**config.mk**
```make
export PLATFORM = sky130hd
export DESIGN_NAME = dm_port_arbiter
export DESIGN_NICKNAME = d
export VERILOG_FILES = /design/src/rtl/dm_port_arbiter.sv
export SDC_FILE = /design/constraint.sdc
export NUM_CORES = 1
export LEC_CHECK = 0
export ABC_AREA = 1
export CAP_MARGIN = 20
export CELL_PAD_IN_SITES_DETAIL_PLACEMENT = 1
export CELL_PAD_IN_SITES_GLOBAL_PLACEMENT = 2
export CORE_MARGIN = 5
export CORE_UTILIZATION = 24
export CTS_BUF_LIST = sky130_fd_sc_hd__clkbuf_16
export DETAILED_ROUTE_END_ITERATION = 10
export PLACE_DENSITY = 0.84
export SLEW_MARGIN = 15
export SYNTH_ARGS = -nofsm -noshare
export SYNTH_HDL_FRONTEND = slang
export SYNTH_SLANG_ARGS = --single-unit
```
**constraint.sdc**
```tcl
create_clock -name clk -period 11.95 [get_ports clk]
set_clock_uncertainty 0.2 [all_clocks]
set_input_delay 2.39 -clock clk [delete_from_list [all_inputs] [get_ports clk]]
set_output_delay 2.39 -clock clk [all_outputs]
set_load 0.005 [all_outputs]
```
**src/rtl/dm_port_arbiter.sv**
```systemverilog
// Data-memory port arbiter: shares the single-port DM array between the
// pipeline memory stage (CPU port) and a DMA/debug engine (DMA port).
// Each access is a fixed-latency handshake: one mem_en strobe, LAT cycles
// of latency, then a one-cycle ack with registered read data.
// The CPU normally wins arbitration. A saturating starvation counter
// hands the next grant to DMA after STARVE_MAX CPU grants made while
// dma_req was waiting.
module dm_port_arbiter #(
    parameter int LAT        = 1,   // 1..4, mem_en cycle counts as cycle 1
    parameter int STARVE_MAX = 4    // CPU grants tolerated while DMA waits
) (
    input  logic        clk,
    input  logic        reset,
    // CPU port (pipeline stage M)
    input  logic        cpu_req,
    input  logic        cpu_we,
    input  logic [31:0] cpu_addr,
    input  logic [31:0] cpu_wdata,
    input  logic [3:0]  cpu_be,
    output logic [31:0] cpu_rdata,
    output logic        cpu_ack,
    output logic        cpu_stall,
    // DMA / debug port
    input  logic        dma_req,
    input  logic        dma_we,
    input  logic [31:0] dma_addr,
    input  logic [31:0] dma_wdata,
    input  logic [3:0]  dma_be,
    output logic [31:0] dma_rdata,
    output logic        dma_ack,
    // Memory side
    output logic        mem_en,
    output logic        mem_we,
    output logic [31:0] mem_addr,
    output logic [31:0] mem_wdata,
    output logic [3:0]  mem_be,
    input  logic [31:0] mem_rdata
);

    localparam logic [1:0] S_IDLE = 2'd0;
    localparam logic [1:0] S_BUSY = 2'd1;
    localparam logic [1:0] S_RESP = 2'd2;

    localparam logic OWN_CPU = 1'b0;
    localparam logic OWN_DMA = 1'b1;

    localparam int          CW         = $clog2(STARVE_MAX + 1);
    localparam logic [CW-1:0] STARVE_LIM = CW'(STARVE_MAX);
    localparam logic [2:0]  LAT_INIT   = 3'(LAT);

    logic [1:0]    r_state;
    logic          r_owner;
    logic [CW-1:0] r_starve_cnt;
    logic [2:0]    r_lat_cnt;
    logic          r_mem_en;
    logic          r_mem_we;
    logic [31:0]   r_mem_addr;
    logic [31:0]   r_mem_wdata;
    logic [3:0]    r_mem_be;
    logic          r_cpu_ack;
    logic          r_dma_ack;
    logic [31:0]   r_cpu_rdata;
    logic [31:0]   r_dma_rdata;

    logic          w_grant_dma;
    logic          w_grant_cpu;
    logic          w_sel_we;
    logic [31:0]   w_sel_addr;
    logic [31:0]   w_sel_wdata;
    logic [3:0]    w_sel_be;
    logic          w_unused;

    // Byte-lane selection belongs to the aligner upstream; the low address
    // bits are intentionally dropped here.
    assign w_unused = &{1'b0, cpu_addr[1:0], dma_addr[1:0]};

    // Arbitration and selection of the winning port's request fields.
    always_comb begin
        w_grant_dma = dma_req && (!cpu_req || (r_starve_cnt == STARVE_LIM));
        w_grant_cpu = cpu_req && !w_grant_dma;
        w_sel_we    = w_grant_dma ? dma_we    : cpu_we;
        w_sel_addr  = w_grant_dma ? dma_addr  : cpu_addr;
        w_sel_wdata = w_grant_dma ? dma_wdata : cpu_wdata;
        w_sel_be    = w_grant_dma ? dma_be    : cpu_be;
    end

    // Access sequencer: IDLE arbitrates, BUSY waits out the latency, RESP acks.
    // NOTE: all state here uses non-blocking assignments so every register
    // samples the pre-edge values; blocking writes would create ordering races.
    always_ff @(posedge clk or posedge reset) begin
        if (reset) begin
            r_state      <= S_IDLE;
            r_owner      <= OWN_CPU;
            r_starve_cnt <= '0;
            r_lat_cnt    <= '0;
            r_mem_en     <= 1'b0;
            r_mem_we     <= 1'b0;
            r_mem_addr   <= '0;
            r_mem_wdata  <= '0;
            r_mem_be     <= '0;
            r_cpu_ack    <= 1'b0;
            r_dma_ack    <= 1'b0;
            r_cpu_rdata  <= '0;
            r_dma_rdata  <= '0;
        end else begin
            case (r_state)
                S_IDLE: begin
                    if (w_grant_dma || w_grant_cpu) begin
                        r_owner     <= w_grant_dma ? OWN_DMA : OWN_CPU;
                        r_mem_en    <= 1'b1;
                        r_mem_we    <= w_sel_we;
                        r_mem_addr  <= {w_sel_addr[31:2], 2'b00};
                        r_mem_wdata <= w_sel_wdata;
                        r_mem_be    <= w_sel_we ? w_sel_be : 4'b0000;
                        r_lat_cnt   <= LAT_INIT;
                        r_state     <= S_BUSY;
                    end
                    // Starvation counter only advances on CPU wins over a waiting DMA.
                    if (w_grant_dma || !dma_req) begin
                        r_starve_cnt <= '0;
                    end else if (w_grant_cpu && (r_starve_cnt != STARVE_LIM)) begin
                        r_starve_cnt <= r_starve_cnt + CW'(1);
                    end
                end
                S_BUSY: begin
                    r_mem_en  <= 1'b0;
                    r_lat_cnt <= r_lat_cnt - 3'd1;
                    if (r_lat_cnt == 3'd1) begin
                        if (r_owner == OWN_DMA) begin
                            r_dma_ack <= 1'b1;
                            if (!r_mem_we) r_dma_rdata <= mem_rdata;
                        end else begin
                            r_cpu_ack <= 1'b1;
                            if (!r_mem_we) r_cpu_rdata <= mem_rdata;
                        end
                        r_state <= S_RESP;
                    end
                end
                S_RESP: begin
                    r_cpu_ack <= 1'b0;
                    r_dma_ack <= 1'b0;
                    r_state   <= S_IDLE;
                end
                default: r_state <= S_IDLE;
            endcase
        end
    end

    assign mem_en    = r_mem_en;
    assign mem_we    = r_mem_we;
    assign mem_addr  = r_mem_addr;
    assign mem_wdata = r_mem_wdata;
    assign mem_be    = r_mem_be;
    assign cpu_ack   = r_cpu_ack;
    assign dma_ack   = r_dma_ack;
    assign cpu_rdata = r_cpu_rdata;
    assign dma_rdata = r_dma_rdata;
    assign cpu_stall = cpu_req & ~r_cpu_ack;

endmodule

```
== Yosys cells after proc, flatten, opt, wreduce, memory -nomap -nowiden ==
Index checks and enable logic that the tools add are counted.
Word-level totals
  bits of input ports: 174
  flip-flop bits (word level): 143
  output and inout port bits: 137
Operators by class
  reduce and logical (&&, ||, !) cells: 21
  add/subtract/negate cells: 2
  bitwise operators: 4
  mux-type cells: 21
  equality and inequality tests: 9
Operator list (number)
  32-bit 2-to-1 mux: 2
  3-bit 2-to-1 mux: 3
  4-bit 2-to-1 mux: 2
  2-bit inequality test, second input constant: 4
  2-bit AND reduction: 4
  4-bit AND reduction: 2
  1-bit 2-to-1 mux: 7
  1-bit case mux with 2 select lines: 3
  3-bit case mux with 2 select lines: 1
  3-bit AND reduction: 2
  2-bit nonzero test: 3
  2-bit 2-to-1 mux: 2
  2-bit case mux with 2 select lines: 1
  3-bit by 1-bit adder with 3-bit output, second input constant: 1
  3-bit by 1-bit == test with 1-bit output, second input constant: 1
  3-bit == test, second input constant: 1
  1-bit logical AND: 3
  1-bit zero test: 3
  1-bit logical OR: 3
  3-bit inequality test, second input constant: 1
  1-bit inverter: 3
  3-bit by 1-bit subtractor with 3-bit output, second input constant: 1
  2-bit by 1-bit == test with 1-bit output, second input constant: 1
  2-bit == test, second input constant: 1
  2 further kinds: 2

== Logic depth before layout (Yosys ltp) ==
Gate-level depths: netlist of run 1.
  depth after elaboration: 8
  mapped depth: 10

== Least setup slack after synthesis of run 1 ==
Ideal clock, no wire load.
  path type: input -> output
  from: in cpu_req
  to: out cpu_stall
  slack: 6.854 ns
  path buffers: 0
  data required time: 9.360 ns
  stages on the path: 2
  data arrival time: 2.506 ns
  cells stage by stage: inv_1 -> nor2_1
Between the ends
  cells in the longest elaborated chain, start to end: 1
Ends and longest elaborated chain
  start, declared: RTL line 15  | input logic cpu_req,
  1-bit bitwise AND: RTL line 158  | assign cpu_stall = cpu_req & ~r_cpu_ack;
  end, declared: RTL line 22  | output logic cpu_stall,
No other way between the ends.

== Worst setup path after layout of run 1 ==
Ends and elaborated chain as after synthesis.

==> impl_metrics.env, run 1 <==
export IMPL_num_rows=58
export IMPL_p_clk_share_pct=22.1
export IMPL_grtUsageTotal_pct=16.2
export IMPL_antennaDiodeCount=0
export IMPL_cap_viol_max_count=0
export IMPL_clk_latency_ns=0.41
export IMPL_core_area_um2=25200
export IMPL_drc=0
export IMPL_setup_viol=0
export IMPL_synth_area_leaders="dfrtp_1 58%, a21oi_1 10%, nand2_1 6.1%"
export IMPL_crit_type="in2out"
export IMPL_worst_slack_ns=5.69
export IMPL_slew_viol_final=0
export IMPL_power_leakage_nw=4.31
export IMPL_p_switching_w=0.000872
export IMPL_period_needed_ns=6.26
export IMPL_first_pass_iters=4
export IMPL_timing_rr_start="r_starve_cnt[0]"
export IMPL_areaGrowthSynthToFinish_pct=63.4
export IMPL_fin_setup_tns_ns=0
export IMPL_clkTransAtPathRegs_ns=0.06
export IMPL_holdBufCountCts=0
export IMPL_postCtsSetupRepairBufs=0
export IMPL_crit_required_ns=9.36
export IMPL_max_slew_margin_pct=37.9
export IMPL_cts_repair_resized=0
export IMPL_r2r_slack_ns=8.77
export IMPL_ys_types=21
export IMPL_hold_path_depth=2
export IMPL_finalCritPeriodShare_pct=52.4
export IMPL_worstSetupStartpointType="input port"
export IMPL_mostFrequentLayoutCells="303 x clkdlybuf4s50_1, 143 x dfrtp_1, 126 x a21oi_1"
export IMPL_ios=311
export IMPL_via_per_inst=4.50
export IMPL_root_buffer="clkbuf_16"
export IMPL_tightest_slew_ns=0.931
export IMPL_wire_per_inst_um=18.1
export IMPL_p_int_w=0.00166
export IMPL_pre_cts_slack_ns=5.67
export IMPL_reg2reg_depth=9
export IMPL_p_comb_share_pct=43.7
export IMPL_io_buffers=304
export IMPL_grt_pass1_wl_um=36900
export IMPL_irDropWorstVdd_v=0.0000927
export IMPL_status="complete, no violations"
export IMPL_cp_arrival_ns=3.67
export IMPL_gp_congestion=0.747
export IMPL_die_area_um2=28800
export IMPL_vias=5906
export IMPL_holdWs_ns=0.280
export IMPL_fill_cells=2865
export IMPL_syn_avg_cell_area_um2=8.90
export IMPL_pwr_share_seq_pct=34.1
export IMPL_final_common_cell="clkdlybuf4s50_1"
export IMPL_grt_setup_unrepaired="no"
export IMPL_cp_end_kind="output pin"
export IMPL_hold_path_endpoint="mem_en"
export IMPL_numCtsBuffers=17
export IMPL_r2r_end="mem_addr[31]"
export IMPL_yosys_register_bits=143
export IMPL_clock_fmax_mhz=160
export IMPL_yosysWarnings=0
export IMPL_seqCellArea_um2=3580
export IMPL_switching_share_pct=34.4
export IMPL_ant_nets=0
export IMPL_synth_cell_area_um2=6130
export IMPL_grt_pass1_vias=6383
export IMPL_grt_max_degree=85
export IMPL_overflow=0
export IMPL_holdCritStartpoint="mem_en"
export IMPL_multi_input_area_um2=2120
export IMPL_drt_iter0_drc=293
export IMPL_die_h_um=170
export IMPL_num_nets_final=1149
export IMPL_die_x_um=170
export IMPL_cts_sinks=143
export IMPL_synth_top_area_cell="dfrtp_1"
export IMPL_wirelength_um=23700
export IMPL_yosysSeqAreaShare_pct=58.4
export IMPL_p_per_area_nw_per_um2=253
export IMPL_drive_above_1_share_pct=5.19
export IMPL_syn_inst=689
export IMPL_cts_max_level=4
export IMPL_antenna_found_initial=1
export IMPL_hpwl_um=16300
export IMPL_start_util_pct=24.3
export IMPL_worstHoldPathType="reg2reg"
export IMPL_critPathMaxFanout=4
export IMPL_final_hold_violation_count=0
export IMPL_cts_buffer_depth=2
export IMPL_tritoncts="yes"
export IMPL_synth_top_cell_area_share_pct=58.4
-- metrics by stage --
step / power (W) / instance area (um^2) / utilization [%] / std cells
5_1_grt: 0.00273 / 10000 / 39.8 / 1313
3_3_place_gp: 0.00197 / 9370 / 37.2 / 1280
2_1_floorplan: 0.00130 / 6130 / - / 690
6_report: 0.00253 / 10000 / 39.8 / 1313
3_5_place_dp: 0.00200 / 9370 / 37.2 / 1280
4_1_cts: 0.00259 / 9970 / 39.6 / 1311
-- registers in the layout (all words and copies together), names as in the netlist --
name	count
dma_ack	1
mem_wdata	32
r_lat_cnt	3
mem_en	1
dma_rdata	32
mem_be	4
r_starve_cnt	3
mem_addr	30
mem_we	1
cpu_ack	1
r_state	2
cpu_rdata	32
r_owner	1
-- power by group through the flow --
stage | logic (W) | clock network [W] | registers [W]
2_1_floorplan | 0.000421 | 0 | 0.000882
3_3_place_gp | 0.00111 | 0 | 0.000862
3_5_place_dp | 0.00113 | 0 | 0.000876
4_1_cts | 0.00113 | 0.000584 | 0.000870
5_1_grt | 0.00123 | 0.000598 | 0.000904
6_report | 0.00111 | 0.000561 | 0.000865
-- logic make-up after synthesis --
group,synth area share (%)
AND/OR/NAND/NOR,16.8
AO/OA/AOI/OAI,16.7
flip-flops,58.4
buffers and inverters,7.10
adder cells (fa/ha/maj),0.817
XOR/XNOR,0.143
other,0.0612
-- cells in the mapped netlist (all sizes together) --
master / count
clkbuf: 18
nor2: 68
o22ai: 2
xor2: 1
conb: 1
a21oi: 126
ha: 4
inv: 44
dfrtp: 143
o21ai: 74
buf: 32
nand2: 104
nand3: 72
-- worst max-delay path, stage by stage --
cell             delay (ns)
clkdlybuf4s50_1        0.62
inv_1                  0.07
nor2_1                 0.08
clkdlybuf4s50_1        0.51
-- worst max path at each step --
stage                     startpoint   endpoint  slack, ns  depth (start not counted)
after floorplan                reset    cpu_ack       5.52                          1
after global placement       cpu_req  cpu_stall       5.68                          4
after detailed placement     cpu_req  cpu_stall       5.67                          4
after CTS                    cpu_req  cpu_stall       5.67                          4
after global routing         cpu_req  cpu_stall       5.64                          4
final                        cpu_req  cpu_stall       5.69                          4
-- metal layers --
layer,routed length (um),vias up,track usage (%)
met1,9680,2896,19.7
met5,7,-,0
met4,364,2,4.17
met2,12200,152,28.7
li1,-,2837,-
met3,1440,19,4.18
-- cell type report --
class                   count  area share [%]
multi-input cells         453            21.2
clock buffers              17            4.25
well taps                 330            4.12
clock inverters            14            1.82
flip-flops and latches    143            35.7
inverters                  44            1.70
repair buffers            312            31.2
Power figures use the tool's default switching activity.
==> run 2, diff against run 1 <==
--- a/config.mk
+++ b/config.mk
@@ -10,10 +10,10 @@
 export CELL_PAD_IN_SITES_DETAIL_PLACEMENT = 1
 export CELL_PAD_IN_SITES_GLOBAL_PLACEMENT = 2
 export CORE_MARGIN = 5
-export CORE_UTILIZATION = 24
+export CORE_UTILIZATION = 22
 export CTS_BUF_LIST = sky130_fd_sc_hd__clkbuf_16
 export DETAILED_ROUTE_END_ITERATION = 10
-export PLACE_DENSITY = 0.84
+export PLACE_DENSITY = 0.77
 export SLEW_MARGIN = 15
 export SYNTH_ARGS = -nofsm -noshare
 export SYNTH_HDL_FRONTEND = slang
==> constraint.sdc (replaced) <==
create_clock -name clk -period 6.1 [get_ports clk]
set_clock_uncertainty 0.2 [all_clocks]
set_input_delay 1.22 -clock clk [delete_from_list [all_inputs] [get_ports clk]]
set_output_delay 1.22 -clock clk [all_outputs]
set_load 0.005 [all_outputs]
==> run 2 against run 1 <==
Net effect:
- worst hold slack improved by 0.0040 ns
- worst setup slack got worse by 3.5 ns
- die area rose by 8.5%
- combinational power rose by 93%
- routed wire length barely moved
- global-route usage fell by 1.3 points
- clock power rose by 76%
- sequential share of layout area rose by 0.076 points
- design area fell by 0.21%
- critical path depth did not move
- register-to-register slack got worse by 5.1 ns
- core utilization fell by 3.6 points
==> impl_metrics.env, run 2 (synthesis results as in run 1) <==
export IMPL_status="complete, no violations"
export IMPL_overflow=0
export IMPL_core_area_um2=27600
export IMPL_die_x_um=177
export IMPL_power_leakage_nw=4.28
export IMPL_die_h_um=177
export IMPL_cts_buffer_depth=2
export IMPL_max_slew_margin_pct=34.9
export IMPL_holdWs_ns=0.284
export IMPL_numCtsBuffers=17
export IMPL_clkTransAtPathRegs_ns=0.06
export IMPL_worstSetupStartpointType="input port"
export IMPL_placed_cells=1329
export IMPL_cts_repair_resized=0
export IMPL_cap_viol_max_count=0
export IMPL_tightest_slew_ns=0.975
export IMPL_period_needed_ns=3.94
export IMPL_cts_max_level=4
export IMPL_grt_pass1_wl_um=36500
export IMPL_drive_above_1_share_pct=5.19
export IMPL_setup_viol=0
export IMPL_io_buffers=304
export IMPL_grt_setup_unrepaired="no"
export IMPL_finalCritPeriodShare_pct=64.7
export IMPL_cp_end_kind="output pin"
export IMPL_vias=5877
export IMPL_via_per_inst=4.31
export IMPL_clk_latency_ns=0.41
export IMPL_gp_congestion=0.743
export IMPL_slew_viol_final=0
export IMPL_ant_nets=0
export IMPL_final_common_cell="clkdlybuf4s50_1"
export IMPL_num_rows=61
export IMPL_postCtsSetupRepairBufs=0
export IMPL_mostFrequentLayoutCells="303 x clkdlybuf4s50_1, 143 x dfrtp_1, 126 x a21oi_1"
export IMPL_irDropWorstVdd_v=0.000233
export IMPL_final_hold_violation_count=0
export IMPL_wirelength_um=23800
export IMPL_drt_iter0_drc=141
export IMPL_clock_fmax_mhz=254
export IMPL_hpwl_um=16200
export IMPL_worstHoldPathType="reg2reg"
export IMPL_die_area_um2=31300
export IMPL_start_util_pct=22.2
export IMPL_root_buffer="clkbuf_16"
export IMPL_grtUsageTotal_pct=14.9
export IMPL_crit_required_ns=4.68
export IMPL_reg2reg_depth=6
export IMPL_ios=311
export IMPL_antenna_found_initial=1
export IMPL_num_nets_final=1148
export IMPL_hold_path_depth=2
export IMPL_areaGrowthSynthToFinish_pct=63.0
export IMPL_wire_per_inst_um=17.4
export IMPL_critPathMaxFanout=4
export IMPL_p_per_area_nw_per_um2=483
export IMPL_grt_pass1_vias=6338
export IMPL_grt_max_degree=72
export IMPL_fin_setup_tns_ns=0
export IMPL_drc=0
export IMPL_cts_sinks=143
export IMPL_crit_type="in2out"
export IMPL_tritoncts="yes"
export IMPL_first_pass_iters=4
export IMPL_holdBufCountCts=0
export IMPL_cp_arrival_ns=2.52
export IMPL_finalNonFillerCells=1362
==> run 2: cell count changes in the layout (fill, tap and decap cells not counted), moves of 2 or more <==
cell / change
nand2_2: -2
clkinvlp_4: +2
buf_12: -2
inv_6: +2
bufinv_16: -3
nand2_4: +2
==> run 2: cell type report <==
cell class                      instances  area (um^2)
Fill cell                            3249        17600
Sequential cell                       143         3580
Timing Repair Buffer                  311         3090
Multi-Input combinational cell        453         2130
Tap cell                              378          473
Clock buffer                           17          425
Inverter                               44          170
Clock inverter                         15          121
Antenna cell                            1         2.50
==> run 2: critical path, stage by stage <==
cell	delay [ns]
clkdlybuf4s50_1	0.63
inv_1	0.07
nor2_1	0.09
clkdlybuf4s50_1	0.51
==> run 2: stage by stage <==
stage	power (W)	area, um^2	utilization, %	setup slack [ns]
3_3_place_gp	0.00386	9430	34.1	2.15
4_1_cts	0.00495	9980	36.1	2.14
5_1_grt	0.00522	9990	36.2	2.08
2_1_floorplan	0.00255	6130	-	0.842
6_report	0.00483	9990	36.2	2.16
3_5_place_dp	0.00391	9430	34.1	2.15
==> run 2: path summary, 6_finish.rpt <==
kind,startpoint,endpoint,slack (ns)
setup / recovery,cpu_req,cpu_stall,2.16
hold / removal,dma_rdata[28],dma_rdata[28],0.28
setup reg to reg,r_state[0],mem_wdata[31],3.69
hold reg to reg,dma_rdata[28],dma_rdata[28],0.28
max in group asynchronous,reset,mem_wdata[15],3.59
min in group asynchronous,reset,dma_rdata[22],1.07
==> run 2: per-layer routing <==
layer / vias to the layer above / wire length (um) / GRT usage, %
met5: - / 0 / 0
met4: 0 / 595 / 5.22
met3: 26 / 1380 / 4.04
met2: 164 / 11800 / 25.2
met1: 2840 / 10000 / 18.3
li1: 2847 / - / -
==> run 2: power by group <==
part           switching (W)  leakage (nW)  internal (W)  total [W]
registers           0.000266          1.67       0.00143    0.00170
logic               0.000982          2.35       0.00116    0.00214
clock network       0.000456         0.265      0.000532   0.000988
total                0.00170          4.28       0.00313    0.00483
